$ cat config.mk
export PLATFORM = sky130hd
export DESIGN_NAME = id_ex_fwd_stage_flat
export DESIGN_NICKNAME = d
export VERILOG_FILES = /design/src/rtl/id_ex_fwd_if.sv /design/src/rtl/id_ex_fwd_stage.sv /design/src/flat_wrapper.sv
export SDC_FILE = /design/constraint.sdc
export NUM_CORES = 1
export LEC_CHECK = 0
export ABC_AREA = 1
export CORE_ASPECT_RATIO = 1.2
export CORE_UTILIZATION = 25
export DETAILED_ROUTE_END_ITERATION = 8
export SKIP_LAST_GASP = 1
export SLEW_MARGIN = 20
export SYNTH_ARGS = -nofsm -noshare
export SYNTH_HDL_FRONTEND = slang
export SYNTH_SLANG_ARGS = --single-unit
$ cat constraint.sdc
create_clock -name clk -period 2 [get_ports clk]
set_input_delay 0.4 -clock clk [delete_from_list [all_inputs] [get_ports clk]]
set_output_delay 0.4 -clock clk [all_outputs]
set_load 0.03 [all_outputs]
$ cat src/rtl/id_ex_fwd_if.sv
// ID/EX stage bundle: ID-side decode, downstream hazard info and the latched EX outputs.
interface id_ex_fwd_if #(
    parameter int XLEN   = 32,
    parameter int REG_AW = 5,
    parameter int CNT_W  = 16
);
    logic              id_valid;
    logic [REG_AW-1:0] id_rs1;
    logic [REG_AW-1:0] id_rs2;
    logic [XLEN-1:0]   id_rs1_data;
    logic [XLEN-1:0]   id_rs2_data;
    logic [REG_AW-1:0] id_rd;
    logic              id_reg_write;
    logic              id_mem_read;
    logic [REG_AW-1:0] exmem_rd;
    logic              exmem_reg_write;
    logic [REG_AW-1:0] memwb_rd;
    logic              memwb_reg_write;
    logic [XLEN-1:0]   memwb_wdata;
    logic              flush;
    logic              hold;

    logic              ex_valid;
    logic [XLEN-1:0]   ex_rs1_data;
    logic [XLEN-1:0]   ex_rs2_data;
    logic [REG_AW-1:0] ex_rd;
    logic              ex_reg_write;
    logic              ex_mem_read;
    logic [1:0]        fwd_a_sel;
    logic [1:0]        fwd_b_sel;
    logic              stall_id;
    logic [CNT_W-1:0]  lu_stall_cnt;

    modport master (
        output id_valid, id_rs1, id_rs2, id_rs1_data, id_rs2_data, id_rd,
               id_reg_write, id_mem_read, exmem_rd, exmem_reg_write,
               memwb_rd, memwb_reg_write, memwb_wdata, flush, hold,
        input  ex_valid, ex_rs1_data, ex_rs2_data, ex_rd, ex_reg_write,
               ex_mem_read, fwd_a_sel, fwd_b_sel, stall_id, lu_stall_cnt
    );

    modport slave (
        input  id_valid, id_rs1, id_rs2, id_rs1_data, id_rs2_data, id_rd,
               id_reg_write, id_mem_read, exmem_rd, exmem_reg_write,
               memwb_rd, memwb_reg_write, memwb_wdata, flush, hold,
        output ex_valid, ex_rs1_data, ex_rs2_data, ex_rd, ex_reg_write,
               ex_mem_read, fwd_a_sel, fwd_b_sel, stall_id, lu_stall_cnt
    );
endinterface

$ cat src/rtl/id_ex_fwd_stage.sv
// RV32 ID/EX pipeline register with load-use stall detection and registered
// forwarding selects for the EX operand muxes.
module id_ex_fwd_stage #(
    parameter int XLEN   = 32,
    parameter int REG_AW = 5,
    parameter int CNT_W  = 16
) (
    input logic         clk,
    input logic         reset,
    id_ex_fwd_if.slave  bus
);
    logic            lu_hazard;
    logic            stall;
    logic [1:0]      sel_a;
    logic [1:0]      sel_b;
    logic            byp_a;
    logic            byp_b;
    logic [XLEN-1:0] op_a;
    logic [XLEN-1:0] op_b;

    always_comb begin
        lu_hazard = bus.id_valid && bus.ex_valid && bus.ex_mem_read &&
                    (bus.ex_rd != '0) &&
                    ((bus.ex_rd == bus.id_rs1) || (bus.ex_rd == bus.id_rs2));
        stall = lu_hazard && !bus.hold;
    end

    assign bus.stall_id = stall;

    // Selects describe where the producer will be once this instruction is in EX.
    always_comb begin
        sel_a = 2'b00;
        if (bus.id_rs1 != '0) begin
            if (bus.ex_valid && bus.ex_reg_write && (bus.ex_rd == bus.id_rs1))
                sel_a = 2'b01;
            else if (bus.exmem_reg_write && (bus.exmem_rd == bus.id_rs1))
                sel_a = 2'b10;
        end
    end

    always_comb begin
        sel_b = 2'b00;
        if (bus.id_rs2 != '0) begin
            if (bus.ex_valid && bus.ex_reg_write && (bus.ex_rd == bus.id_rs2))
                sel_b = 2'b01;
            else if (bus.exmem_reg_write && (bus.exmem_rd == bus.id_rs2))
                sel_b = 2'b10;
        end
    end

    // Regfile is read-before-write, so the value retiring this cycle is taken here.
    always_comb begin
        byp_a = bus.memwb_reg_write && (bus.memwb_rd == bus.id_rs1) && (bus.id_rs1 != '0);
        byp_b = bus.memwb_reg_write && (bus.memwb_rd == bus.id_rs2) && (bus.id_rs2 != '0);
        op_a  = byp_a ? bus.memwb_wdata : bus.id_rs1_data;
        op_b  = byp_b ? bus.memwb_wdata : bus.id_rs2_data;
    end

    always_ff @(posedge clk) begin
        if (reset) begin
            bus.ex_valid     <= 1'b0;
            bus.ex_rs1_data  <= '0;
            bus.ex_rs2_data  <= '0;
            bus.ex_rd        <= '0;
            bus.ex_reg_write <= 1'b0;
            bus.ex_mem_read  <= 1'b0;
            bus.fwd_a_sel    <= 2'b00;
            bus.fwd_b_sel    <= 2'b00;
            bus.lu_stall_cnt <= '0;
        end else if (bus.flush) begin
            bus.ex_valid     <= 1'b0;
            bus.ex_reg_write <= 1'b0;
            bus.ex_mem_read  <= 1'b0;
            bus.fwd_a_sel    <= 2'b00;
            bus.fwd_b_sel    <= 2'b00;
        end else if (bus.hold) begin
            bus.ex_valid     <= bus.ex_valid;
        end else if (stall) begin
            bus.ex_valid     <= 1'b0;
            bus.ex_reg_write <= 1'b0;
            bus.ex_mem_read  <= 1'b0;
            bus.fwd_a_sel    <= 2'b00;
            bus.fwd_b_sel    <= 2'b00;
            if (bus.lu_stall_cnt != {CNT_W{1'b1}})
                bus.lu_stall_cnt <= bus.lu_stall_cnt + CNT_W'(1);
        end else begin
            bus.ex_valid     <= bus.id_valid;
            bus.ex_rs1_data  <= op_a;
            bus.ex_rs2_data  <= op_b;
            bus.ex_rd        <= bus.id_rd;
            bus.ex_reg_write <= bus.id_valid && bus.id_reg_write;
            bus.ex_mem_read  <= bus.id_valid && bus.id_mem_read;
            bus.fwd_a_sel    <= sel_a;
            bus.fwd_b_sel    <= sel_b;
        end
    end
endmodule

$ cat src/flat_wrapper.sv
// flat-port wrapper written by rule: the top's interface ports become plain ports
module id_ex_fwd_stage_flat 
#(
    parameter int XLEN   = 32,
    parameter int REG_AW = 5,
    parameter int CNT_W  = 16
)
  (clk, reset, bus_id_valid, bus_id_rs1, bus_id_rs2, bus_id_rs1_data, bus_id_rs2_data, bus_id_rd, bus_id_reg_write, bus_id_mem_read, bus_exmem_rd, bus_exmem_reg_write, bus_memwb_rd, bus_memwb_reg_write, bus_memwb_wdata, bus_flush, bus_hold, bus_ex_valid, bus_ex_rs1_data, bus_ex_rs2_data, bus_ex_rd, bus_ex_reg_write, bus_ex_mem_read, bus_fwd_a_sel, bus_fwd_b_sel, bus_stall_id, bus_lu_stall_cnt);
  id_ex_fwd_if #(.XLEN(XLEN), .REG_AW(REG_AW), .CNT_W(CNT_W)) bus_i ();
  input logic clk;
  input logic reset;
  input wire logic [$bits(bus_i.id_valid)-1:0] bus_id_valid;
  input wire logic [$bits(bus_i.id_rs1)-1:0] bus_id_rs1;
  input wire logic [$bits(bus_i.id_rs2)-1:0] bus_id_rs2;
  input wire logic [$bits(bus_i.id_rs1_data)-1:0] bus_id_rs1_data;
  input wire logic [$bits(bus_i.id_rs2_data)-1:0] bus_id_rs2_data;
  input wire logic [$bits(bus_i.id_rd)-1:0] bus_id_rd;
  input wire logic [$bits(bus_i.id_reg_write)-1:0] bus_id_reg_write;
  input wire logic [$bits(bus_i.id_mem_read)-1:0] bus_id_mem_read;
  input wire logic [$bits(bus_i.exmem_rd)-1:0] bus_exmem_rd;
  input wire logic [$bits(bus_i.exmem_reg_write)-1:0] bus_exmem_reg_write;
  input wire logic [$bits(bus_i.memwb_rd)-1:0] bus_memwb_rd;
  input wire logic [$bits(bus_i.memwb_reg_write)-1:0] bus_memwb_reg_write;
  input wire logic [$bits(bus_i.memwb_wdata)-1:0] bus_memwb_wdata;
  input wire logic [$bits(bus_i.flush)-1:0] bus_flush;
  input wire logic [$bits(bus_i.hold)-1:0] bus_hold;
  output wire logic [$bits(bus_i.ex_valid)-1:0] bus_ex_valid;
  output wire logic [$bits(bus_i.ex_rs1_data)-1:0] bus_ex_rs1_data;
  output wire logic [$bits(bus_i.ex_rs2_data)-1:0] bus_ex_rs2_data;
  output wire logic [$bits(bus_i.ex_rd)-1:0] bus_ex_rd;
  output wire logic [$bits(bus_i.ex_reg_write)-1:0] bus_ex_reg_write;
  output wire logic [$bits(bus_i.ex_mem_read)-1:0] bus_ex_mem_read;
  output wire logic [$bits(bus_i.fwd_a_sel)-1:0] bus_fwd_a_sel;
  output wire logic [$bits(bus_i.fwd_b_sel)-1:0] bus_fwd_b_sel;
  output wire logic [$bits(bus_i.stall_id)-1:0] bus_stall_id;
  output wire logic [$bits(bus_i.lu_stall_cnt)-1:0] bus_lu_stall_cnt;
  assign bus_i.id_valid = bus_id_valid;
  assign bus_i.id_rs1 = bus_id_rs1;
  assign bus_i.id_rs2 = bus_id_rs2;
  assign bus_i.id_rs1_data = bus_id_rs1_data;
  assign bus_i.id_rs2_data = bus_id_rs2_data;
  assign bus_i.id_rd = bus_id_rd;
  assign bus_i.id_reg_write = bus_id_reg_write;
  assign bus_i.id_mem_read = bus_id_mem_read;
  assign bus_i.exmem_rd = bus_exmem_rd;
  assign bus_i.exmem_reg_write = bus_exmem_reg_write;
  assign bus_i.memwb_rd = bus_memwb_rd;
  assign bus_i.memwb_reg_write = bus_memwb_reg_write;
  assign bus_i.memwb_wdata = bus_memwb_wdata;
  assign bus_i.flush = bus_flush;
  assign bus_i.hold = bus_hold;
  assign bus_ex_valid = bus_i.ex_valid;
  assign bus_ex_rs1_data = bus_i.ex_rs1_data;
  assign bus_ex_rs2_data = bus_i.ex_rs2_data;
  assign bus_ex_rd = bus_i.ex_rd;
  assign bus_ex_reg_write = bus_i.ex_reg_write;
  assign bus_ex_mem_read = bus_i.ex_mem_read;
  assign bus_fwd_a_sel = bus_i.fwd_a_sel;
  assign bus_fwd_b_sel = bus_i.fwd_b_sel;
  assign bus_stall_id = bus_i.stall_id;
  assign bus_lu_stall_cnt = bus_i.lu_stall_cnt;
  id_ex_fwd_stage #(.XLEN(XLEN), .REG_AW(REG_AW), .CNT_W(CNT_W)) u_core (.clk(clk), .reset(reset), .bus(bus_i));
endmodule
# Word-level counts from Yosys, hierarchy flattened
# Cells that the tools add are included.
dict set report totals {
  latch_bits 0
  reg_bits 92
  elab_cells 57
  rom_bits 0
  n_memories 0
  input_bits 130
  ram_bits 0
}
dict set report op_classes {
  div 0
  n_mux 13
  bitwise_logic 3
  n_mul 0
  n_addsub 1
  n_eq_ne 7
  order_cmp 0
  reduce_logical 24
  n_shift 0
}
# operator count
set op_table {}
lappend op_table {{$mux W32} 2}
lappend op_table {{$eq A5 B5 Y1} 6}
lappend op_table {{$add A16 B1 Y16 const B} 1}
lappend op_table {{$logic_and A1 B1 Y1} 16}
lappend op_table {{$mux W2} 8}
lappend op_table {{$ne A16 B16 Y1 const B} 1}
lappend op_table {{$reduce_bool A5 Y1} 3}
lappend op_table {{$reduce_and A4 Y1} 1}
lappend op_table {{$mux W1} 3}
lappend op_table {{$not A1 Y1} 3}
lappend op_table {{$reduce_and A3 Y1} 1}
lappend op_table {{$reduce_or A2 Y1} 1}
lappend op_table {{$logic_not A1 Y1} 1}
lappend op_table {{$logic_or A1 B1 Y1} 1}

# Depth between registers and ports, before layout
# Gate-level depths: netlist of the first run.
dict set report logic_depth {
  depth_word 7
  depth_mapped 13
  ltp_nobuf 11
}

# Worst setup path before layout of the first run
# No wires, ideal clock.
dict set report synth_path {
  path_type {register to register}
  from {register u_core.bus.lu_stall_cnt[0] (netlist bit)}
  to {register u_core.bus.lu_stall_cnt[5] (netlist bit)}
  path_slack_ps 91
  path_buffers 1
  stages_incl_launch_ff 12
  required_time_ps 1887
  setup_time_ps 113
  period_less_slack_ps 1909
  t_arrival_ps 1796
  cell_sequence {dfxtp_1 > ha_1 > nand2_1 > inv_1 > nand2_1 > nor2_2 > nand4_2 > nand4_1 > buf_4 > nand2_1 > nand2_1 > nor2_1}
}
dict set report synth_via {
  elab_chain_cells 2
}
# item line
set synth_rtl {}
lappend synth_rtl {{start, declared} id_ex_fwd_if.sv:47} ;# ex_mem_read, fwd_a_sel, fwd_b_sel, stall_id, lu_stall_cnt
lappend synth_rtl {{start signal, assigned} id_ex_fwd_stage.sv:85} ;# bus.lu_stall_cnt <= bus.lu_stall_cnt + CNT_W'(1);
lappend synth_rtl {{parallel branches: the longest is 2 deep, another holds $add A16 B1 Y16} --}
# Several ways; the timed one is not identified.
# A chain may end at the register's enable or synchronous reset.

# Final worst setup path of the first run
dict set report layout_path {
  from {register u_core.bus.lu_stall_cnt[12] (netlist bit)}
  to {output port bus_lu_stall_cnt[12]}
}
# item line
set layout_rtl {}
lappend layout_rtl {{end, declared} flat_wrapper.sv:36} ;# output wire logic [$bits(bus_i.lu_stall_cnt)-1:0] bus_lu_stall_cnt;
# No word-level cell between the ends.

==> results.toml, run 1 <==
[setup_path]
cp_cell_sequence = "clkdlybuf4s50_1"
reg2reg_to = "u_core.bus.lu_stall_cnt[13]"
reg2reg_depth = 11
cp_top_family = "buffers and inverters"
reg2reg_slack_ns = 0.18
critPathLaunchType = "register"
critPathBufInv = 1
critical_path_class = "register to primary output"
crit_fanout = 7
cp-end-kind = "primary output"
cp.required_ns = 1.60
slowest_stage = "clkdlybuf4s50_1"
crit_arrival_ns = 1.56
r2r-start = "u_core.bus.lu_stall_cnt[1]"
cpPeakStageDelay_ns = 0.73

[cells_and_area]
seqCellArea_mm2 = 0.00185
fillers = 2307
area_growth_pct = 58.4
layout_commonest_cell = "nand2_1"
multiInputGateArea_mm2 = 0.00301
layout_common_cells = "nand2_1 (361), clkdlybuf4s50_1 (211), nor2_1 (178)"
fin_nets = 1311
final_util_pct = 40.7
drive_above_1_share_pct = 8.61

[timing]
fin_crit_ns = 1.96
hold_ws_ns = 0.469
finalWorstSetupSlack_ns = 0.0376
finalHoldViolCount = 0
worstMarginPinSlew_ns = 0.605
finalMaxSlewViolations = 0
slew_headroom_pct = 59.3
post-route-period-util_pct = 98.1
max_freq_ghz = 0.510
setup_viol = 0
clock-skew-final_ns = 0.00793
rsz0062_at_grt = "true"

[floorplan]
rows = 58
num_io_pins = 223
fp.dieW_um = 137
core_mm2 = 0.0212
dieArea_mm2 = 0.0224
initial_core_util_pct = 25.7
die_h_um = 164

[worst_hold_path]
hold_class = "register to register"
holdPathEnd = "u_core.bus.fwd_a_sel[0]"
hold_depth = 2
min_from = "u_core.bus.fwd_a_sel[0]"

[routing]
wl_per_cell_um = 13.0
drtPass1Iterations = 4
vias = 6189
ant_nets = 0
drt_iter0_drc = 241
drt-total-wl_um = 19000
dr_wl_met2_um = 9220
top_layer = "met5"
drc_errors = 0
drt-vias-per-instance = 4.25
wl_met3_um = 1290
wl_met1_um = 8100

[logic_synthesis]
synth_top_area_share_pct = 33.8
ys_ff_latch = 92
synth_cell_type_count = 32
synth_area_mm2 = 0.00545
syn_inst = 936
yosysSeqAreaShare_pct = 33.8
ys_warn_count = 0
synth_nets = 1067
syn-mean-instance-area_um2 = 5.82
synth_area_leader_cell = "dfxtp_1"
yosys-top-cells-area = "dfxtp_1 (34%), nand2_1 (25%), nor2_1 (12%)"

[grt]
first_global_vias = 5922
grt_pass1_wl_um = 29500
groute.usage.overall_pct = 17.0
grt-ovfl-total = 0
grt_max_degree = 52
antenna_found_initial = 2

[power_and_ir_drop]
power_density_mw_per_mm2 = 584
leakagePower_nw = 4.03
internal-power_mw = 3.52
clockPowerShare_pct = 35.3
seq_power_share_pct = 39.2
ir_drop_v = 0.000370
pwr-share-comb_pct = 25.5
switching_share_pct = 30.2
p_switching_mw = 1.52

[run]
maxCapViolCount = 0

[clock_tree]
cts.sinks = 92
clk_pin_slew_ns = 0.07
cts_tree = "done"
clockRootBuffer = "clkbuf_16"
htree_levels = 3
hold_buffers = 0
cts.path.max_buffers = 2
numCtsBuffers = 9
insertion_delay_ns = 0.34

[placed_design]
pre_cts_ws_ns = -0.336
numPortBuffers = 222
place_congestion = 0.879
dp_hpwl_um = 14100

[status]
status = "finished, final reports clean"
-- state kept, by name, summed over array words and instances (netlist names) --
register,count
u_core.bus.ex_rs1_data,32
u_core.bus.ex_rs2_data,32
u_core.bus.lu_stall_cnt,16
u_core.bus.ex_rd,5
u_core.bus.fwd_a_sel,2
u_core.bus.fwd_b_sel,2
u_core.bus.ex_mem_read,1
u_core.bus.ex_reg_write,1
u_core.bus.ex_valid,1
-- final cells by class --
class	instances	share of cell area [%]
clock inverters	6	0.842
clock buffers	10	2.66
repair buffers	277	31.6
flip-flops and latches	92	21.5
inverters	103	4.48
multi-input cells	697	34.9
diodes	1	0.0290
well taps	270	3.92
-- worst max-delay path by stage --
stage                                      from                          end  slack (ns)  cells past startpoint
floorplan            u_core.bus.lu_stall_cnt[0]   u_core.bus.lu_stall_cnt[5]        0.09                     11
global placement                  bus_id_rs2[4]  u_core.bus.lu_stall_cnt[13]       -0.33                     12
detailed placement                bus_id_rs2[4]   u_core.bus.lu_stall_cnt[3]       -0.34                     12
CTS                         u_core.bus.ex_rd[0]                 bus_stall_id        0.02                      9
global route        u_core.bus.lu_stall_cnt[12]         bus_lu_stall_cnt[12]      -0.009                      1
finish              u_core.bus.lu_stall_cnt[12]         bus_lu_stall_cnt[12]        0.04                      1
-- stage by stage --
stage          power [mW]  TNS (ns)  cells  cell area, µm²
4_1_cts              5.13         0   1453            8570
2_1_floorplan        2.65         0    936            5450
5_1_grt              5.31  -0.00955   1455            8620
6_report             5.04         0   1456            8620
3_5_place_dp         3.31    -21.77   1435            8260
3_3_place_gp         3.31    -21.73   1435            8260
-- metal layers --
metal	track usage [%]	vias up
met4	6.06	4
met2	30.1	158
met1	19.7	2686
met3	4.00	23
met5	0	-
li1	-	3318
-- power by group through the flow --
stage / Clock (mW) / Sequential, mW / Combinational (mW)
after floorplan: 0 / 2.20 / 0.450
after global placement: 0 / 2.02 / 1.29
after detailed placement: 0 / 2.02 / 1.29
after CTS: 1.85 / 1.98 / 1.29
after global routing: 1.91 / 1.99 / 1.41
final: 1.78 / 1.98 / 1.29
-- cell families after synthesis --
| family | after synthesis | synth area share [%] |
|---|---|---|
| compound gates | 21 | 2.34 |
| xor+xnor | 19 | 3.06 |
| fa+ha+maj | 1 | 0.230 |
| buf+inv | 147 | 11.8 |
| flops | 92 | 33.8 |
| simple gates | 656 | 48.8 |
-- Yosys cell counts --
library cell	number
nand2_1	361
nor2_1	180
inv_1	95
dfxtp_1	92
nand3_1	87
buf_2	20
a21oi_1	13
clkbuf_1	13
xor2_1	10
nand4_1	9
xnor2_1	9
buf_6	8
inv_2	7
nor3_1	6
nor2_2	3
or2_2	3
buf_1	2
nand2_2	2
nor3_2	2
o211ai_1	2
a31oi_2	1
buf_4	1
clkinv_1	1
ha_1	1
nand2_4	1
nand3_2	1
nand4_2	1
o21a_1	1
o21ai_1	1
o21bai_1	1
o221ai_1	1
o22ai_1	1
-- what timing repair did --
| action | CTS | global route |
|---|---|---|
| pin swaps | 1 | 2 |
| gates resized for setup | 14 | 11 |
| gates cloned | 0 | 0 |
| endpoints found under the hold margin | 0 | 0 |
| endpoints found under the setup margin | 1 | 6 |
| setup buffers | 2 | 2 |
Power figures use the tool's default switching activity.
==> run 2: changes to the inputs <==
--- a/config.mk
+++ b/config.mk
@@ -10,7 +10,6 @@
 export CORE_UTILIZATION = 25
 export DETAILED_ROUTE_END_ITERATION = 8
 export SKIP_LAST_GASP = 1
-export SLEW_MARGIN = 20
 export SYNTH_ARGS = -nofsm -noshare
 export SYNTH_HDL_FRONTEND = slang
 export SYNTH_SLANG_ARGS = --single-unit
==> results of run 2 <==
Final layout, timing and power as in run 1 (identical DEF).
